--- config.mk ---
export PLATFORM = sky130hd
export DESIGN_NAME = fetch_controller
export DESIGN_NICKNAME = d
export VERILOG_FILES = /design/src/rtl/fetch_controller.sv
export SDC_FILE = /design/constraint.sdc
export NUM_CORES = 1
export LEC_CHECK = 0
export CORE_MARGIN = 4
export CORE_UTILIZATION = 44
export DETAILED_ROUTE_END_ITERATION = 16
export PLACE_DENSITY_LB_ADDON = 0.25
export SYNTH_ARGS = -nofsm -noshare
export SYNTH_HDL_FRONTEND = slang
export SYNTH_SLANG_ARGS = --single-unit
--- constraint.sdc ---
create_clock -name clk -period 4.69 [get_ports clk]
set_clock_uncertainty 0.2 [all_clocks]
set_input_delay 0.938 -clock clk [delete_from_list [all_inputs] [get_ports clk]]
set_output_delay 0.938 -clock clk [all_outputs]
set_load 0.01 [all_outputs]
--- src/rtl/fetch_controller.sv ---
// fetch_controller
//   Single-outstanding instruction fetch sequencer. Issues one word-aligned
//   request to instruction memory, waits for the response, presents the
//   instruction downstream until it is consumed, then fetches the next word.
//   Redirects replace the fetch address. Any response already in flight is
//   discarded. A misaligned redirect target locks the block in FAULT until
//   reset.
//
// Ports
//   clk, reset        clock; asynchronous active-high reset
//   imem_req_valid    request valid (REQ state only)
//   imem_req_ready    memory accepts request this cycle
//   imem_addr         request address (pc while requesting, else 0)
//   imem_resp_valid   read data valid (ignored outside WAIT)
//   imem_rdata        read data
//   stall             downstream cannot take an instruction this cycle
//   redirect_valid    single-cycle redirect pulse
//   redirect_target   new fetch address
//   inst_valid        inst / inst_pc valid for downstream
//   inst, inst_pc     fetched instruction and its address
//   pc                next address to be fetched
//   fault             sticky misaligned-redirect flag
//
// state | meaning
// ------+-----------------------------------------------------------
// IDLE  | one cycle after reset, no outputs active
// REQ   | request driven at pc, waiting for imem_req_ready
// WAIT  | request accepted, waiting for imem_resp_valid
// HOLD  | instruction presented, held while stall is high
// FAULT | misaligned redirect seen, absorbing until reset

module fetch_controller #(
  parameter logic [31:0] RESET_VECTOR = 32'h0000_0000
) (
  input  logic        clk,
  input  logic        reset,
  output logic        imem_req_valid,
  input  logic        imem_req_ready,
  output logic [31:0] imem_addr,
  input  logic        imem_resp_valid,
  input  logic [31:0] imem_rdata,
  input  logic        stall,
  input  logic        redirect_valid,
  input  logic [31:0] redirect_target,
  output logic        inst_valid,
  output logic [31:0] inst,
  output logic [31:0] inst_pc,
  output logic [31:0] pc,
  output logic        fault
);

  typedef enum logic [2:0] {
    S_IDLE  = 3'd0,
    S_REQ   = 3'd1,
    S_WAIT  = 3'd2,
    S_HOLD  = 3'd3,
    S_FAULT = 3'd4
  } state_t;

  state_t      state_q, state_d;
  logic [31:0] pc_q, pc_d;
  logic [31:0] inst_q, inst_d;
  logic [31:0] inst_pc_q, inst_pc_d;
  logic        inst_valid_q, inst_valid_d;
  logic        fault_q, fault_d;
  logic        kill_q, kill_d;

  logic redirect_bad;
  logic accept;

  assign redirect_bad = redirect_valid && (redirect_target[1:0] != 2'b00);
  assign accept       = (state_q == S_REQ) && imem_req_ready;

  always_ff @(posedge clk or posedge reset) begin
    if (reset) begin
      state_q      <= S_IDLE;
      pc_q         <= RESET_VECTOR;
      inst_q       <= 32'h0;
      inst_pc_q    <= 32'h0;
      inst_valid_q <= 1'b0;
      fault_q      <= 1'b0;
      kill_q       <= 1'b0;
    end else begin
      state_q      <= state_d;
      pc_q         <= pc_d;
      inst_q       <= inst_d;
      inst_pc_q    <= inst_pc_d;
      inst_valid_q <= inst_valid_d;
      fault_q      <= fault_d;
      kill_q       <= kill_d;
    end
  end

  always_comb begin
    state_d      = state_q;
    pc_d         = pc_q;
    inst_d       = inst_q;
    inst_pc_d    = inst_pc_q;
    inst_valid_d = inst_valid_q;
    fault_d      = fault_q;
    kill_d       = kill_q;

    // A misaligned target wins over everything else in every live state.
    if (state_q != S_FAULT && redirect_bad) begin
      state_d      = S_FAULT;
      fault_d      = 1'b1;
      inst_valid_d = 1'b0;
      kill_d       = 1'b0;
    end else begin
      case (state_q)
        S_IDLE: begin
          if (redirect_valid) pc_d = redirect_target;
          state_d = S_REQ;
        end
        S_REQ: begin
          if (accept) begin
            inst_pc_d = pc_q;
            state_d   = S_WAIT;
            if (redirect_valid) begin
              // request already left at the old address: drop its response
              pc_d   = redirect_target;
              kill_d = 1'b1;
            end else begin
              pc_d   = pc_q + 32'd4;
              kill_d = 1'b0;
            end
          end else if (redirect_valid) begin
            pc_d = redirect_target;
          end
        end
        S_WAIT: begin
          if (redirect_valid) begin
            pc_d = redirect_target;
            if (imem_resp_valid) begin
              kill_d  = 1'b0;
              state_d = S_REQ;
            end else begin
              kill_d = 1'b1;
            end
          end else if (imem_resp_valid) begin
            if (kill_q) begin
              kill_d  = 1'b0;
              state_d = S_REQ;
            end else begin
              inst_d       = imem_rdata;
              inst_valid_d = 1'b1;
              state_d      = S_HOLD;
            end
          end
        end
        S_HOLD: begin
          if (redirect_valid) begin
            inst_valid_d = 1'b0;
            pc_d         = redirect_target;
            state_d      = S_REQ;
          end else if (!stall) begin
            inst_valid_d = 1'b0;
            state_d      = S_REQ;
          end
        end
        S_FAULT: begin
          state_d = S_FAULT;
        end
        default: begin
          state_d = S_IDLE;
        end
      endcase
    end
  end

  assign imem_req_valid = (state_q == S_REQ);
  assign imem_addr      = (state_q == S_REQ) ? pc_q : 32'h0;
  assign pc             = pc_q;
  assign inst           = inst_q;
  assign inst_pc        = inst_pc_q;
  assign inst_valid     = inst_valid_q;
  assign fault          = fault_q;

endmodule

==> summary.md <==
| Metric | Value |
|---|---|
| Run status | finished, final reports clean |
| Crit Path Class | register to output port |
| Placeable Area | 11000 µm² |
| FILL cells | 900 |
| Cts repair resizes | 0 |
| Final Critical Period | approximately 3.6 ns |
| Post-CTS setup buffer count | 0 |
| Die height | 115 µm |
| DPL Wire Length | 11500 µm |
| DRC errors left | 0 |
| Net switching power figure | about 0.0011 W |
| Sequential share of power | 0.434 |
| DRT antenna net count | 0 |
| Total clock buffers created by CTS | 9 |
| Hold path startpoint | fault$_DFFE_PP0P_ |
| DR iter-0 viols | 372 |
| RSZ-0062 raised after global routing | false |
| DIE AREA | 13200 µm² |
| Multi-input gate area | 2300 µm² |
| Simple-gate share of the synthesized area | 0.267 |
| GR Overflow Total | 0 |
| Commonest cells in the netlist | 111 x nand2_1, 102 x dfrtp_1, 36 x and2_1 |
| Async set-reset flop share out of synthesis | 1.00 |
| Slew Viols, Final | 0 |
| Syn avg cell area | between 9 and 10 µm² |
| Endpoints failing hold | 0 |
| Post-synthesis mux area share | 0.0735 |
| PD cells | 424 nW/µm² |
| Buf/Inv on CP | 2 |
| Worst-path clk slew | 0.07 ns |
| VDD IR max | 0.229 mV |
| Critical path, cell by cell | nor2b_1, nor2b_2, buf_4, and2_1, clkdlybuf4s50_1 |
| Nets | between 700 and 800 |
| # IOs | ~200 |
| Hold buffer count at cts | 0 |
| Startpoint types | register |
| Yosys top cell by area | dfrtp_1 |
| CP max stage delay | around 0.55 ns |
| Largest net degree at the start of global routing | slightly below 90 |
| Vias per cell | 5.56 |
| Setup tns final | 0 ns |
| Clock root buffer | clkbuf_16 |
| Cell Int Power | approximately 0.0021 W |
| EDFF count, synth | 0 |
| Vias in the first global route | 4713 |
| Sequential area share after synthesis | 0.507 |
| Worst-margin pin slew | roughly 1.1 ns |
| Fraction of synthesized cell area in xor and xnor cells | 0.00869 |
| Routed WL per cell | 18.4 µm |
| Max Root-Sink Buffers | 2 |
| Mapped Area | 5040 µm² |
| # setup viols final | 0 |
| Total Power | 0.00316 W |
| Die span in x | ~110 µm |
| Sequential Area | 2550 µm² |
| Count leader, synth | nand2_1 |
| Layout cells sized above 1 | 0.100 |
| R2R Path Start | state_q[2]$_DFFE_PP0P_ |
| Arr. time, crit path | 2.50 ns |
| GRT Total Usage | 0.237 |
| Initial antenna violation count | 0 |
| Depth of the CTS H-tree | 3 |
| Ys flop type | dfrtp_1 |
| Synth Register Bits | 102 |
| Layout area overhead | 47.8% |
| RePlAce Congestion | 0.862 |
| Period utilization | 0.777 |
| R2r setup slk | 2.12 ns |
| Final worst slack | 1.05 ns |
| CP max-delay cell | clkdlybuf4s50_1 |
| Port Buffer Count | 200 |
| Maximum fanout along the worst path | 29 |
| Yosys top cell area share | 0.507 |
| Drt first pass iters | 5 |
| Ys Warns | 0 |
| Worst Hold Class | register to register |
| Post-DP Area | just over 7000 µm² |
| Clock power frac | 0.249 |
| Required time worst endpoint | 3.55 ns |
| Adder-Cell Fraction of Synth Area | 0.00248 |
| Rel. slew slack | 0.288 |
| LEAKAGE | 3.28 nW |
| Antenna Cells | 0 |
| Max Cap Viol | 0 |
| Mapped Cells | between 500 and 600 |
| Worst setup EP type | output port |
| Sw frac | 0.333 |
| First-pass GRT wire length | 24700 µm |
| Distinct cell type count after synthesis | 57 |
| Fin area | approximately 7400 µm² |
| Main combinational cell family by area after synthesis | simple AND/OR/NAND/NOR gates |
| Setup crit start | state_q[0]$_DFFE_PP0P_ |
| Net count after synthesis | 594 |
| Initial Util | 0.457 |
| Clk_lat worst skew | 0.34 ns |
| DRT Wirelength | 15800 µm |
| TritonCTS clock tree | built |
| CTS sink count | ~100 |
| Worst path top cell family by delay | buffers and inverters |
| Row cnt | 38 |
| FMAX | 275 MHz |
| Comb power frac | 0.317 |
| Top cells by area, synth | dfrtp_1 51%, nand2_1 8.3%, mux2_2 7.2% |
| Post-synthesis compound-gate area fraction | 0.102 |
| Worst slack at placement | 1.30 ns |
| Vias | approximately 4800 |
## area by class of cell
type	count	area share
clock buffers	13	0.0323
clock inverters	3	0.00924
inverters	7	0.00386
multi-input cells	381	0.308
flip-flops and latches	102	0.343
well taps	140	0.0235
repair buffers	211	0.280
## cell families (layout without fill, tap and decap cells)
| logic type | count (synthesis) | count (layout) |
|---|---|---|
| compound gates | 83 | 83 |
| xor+xnor | 5 | 5 |
| fa+ha+maj | 1 | 1 |
| buf+inv | 40 | 234 |
| flops | 102 | 102 |
| mux | 33 | 33 |
| simple gates | 259 | 259 |
## layout by cell type, fill, tap and decap left out, types with 13 or more instances in the layout
master           instances
clkdlybuf4s50_1        200
and2_1                  36
nand4_1                 13
dfrtp_1                102
nand3_1                 15
nand2_1                111
nor2_1                  23
a21oi_1                 22
o21ai_0                 25
mux2_2                  32
## power by group through the flow
stage	registers, W	clock network [W]	logic [W]
after floorplan	0.00137	0	0.000403
after global placement	0.00137	0	0.000979
after detailed placement	0.00138	0	0.00101
after CTS	0.00137	0.000795	0.00101
after global routing	0.00141	0.000832	0.00109
final	0.00137	0.000785	0.00100
## layer usage
metal | vias to the layer above | part of all wire | global-route usage | routed length (µm)
met4 | 0 | 0.027 | 0.0845 | 427
met2 | 216 | 0.51 | 0.403 | 7980
met5 | - | 0 | 0 | 0
li1 | 2214 | - | - | -
met1 | 2295 | 0.40 | 0.308 | 6280
met3 | 36 | 0.069 | 0.0353 | 1090
## stage by stage
stage,std cells,hold WS (ns),utilization
finish,857,0.276,0.675
global route,857,0.306,0.675
detailed placement,841,0.255,0.647
floorplan,523,0.283,-
CTS,857,0.279,0.675
global placement,841,0.262,0.647
## worst register-to-register path: cells and delay by family (launching register included)
kind	cells	cell delay [ns]
flip-flops	1	0.51
AND/OR/NAND/NOR	4	1.66
AO/OA/AOI/OAI	1	0.10
## flip-flops by register name, summed over array words and instances (netlist names)
register	count
state_q	3
inst	32
inst_valid	1
pc	32
kill_q	1
fault	1
inst_pc	32
## path summary, 6_finish.rpt
check	to	cells after the start
max in group asynchronous	inst_pc[16]$_DFFE_PP0P_	3
min in group asynchronous	inst[22]$_DFFE_PP0P_	2
min	fault$_DFFE_PP0P_	1
max reg2reg	pc[31]$_DFFE_PP0P_	5
min reg2reg	fault$_DFFE_PP0P_	1
max	imem_addr[11]	5
No activity file was read; power rests on OpenSTA's default activity.
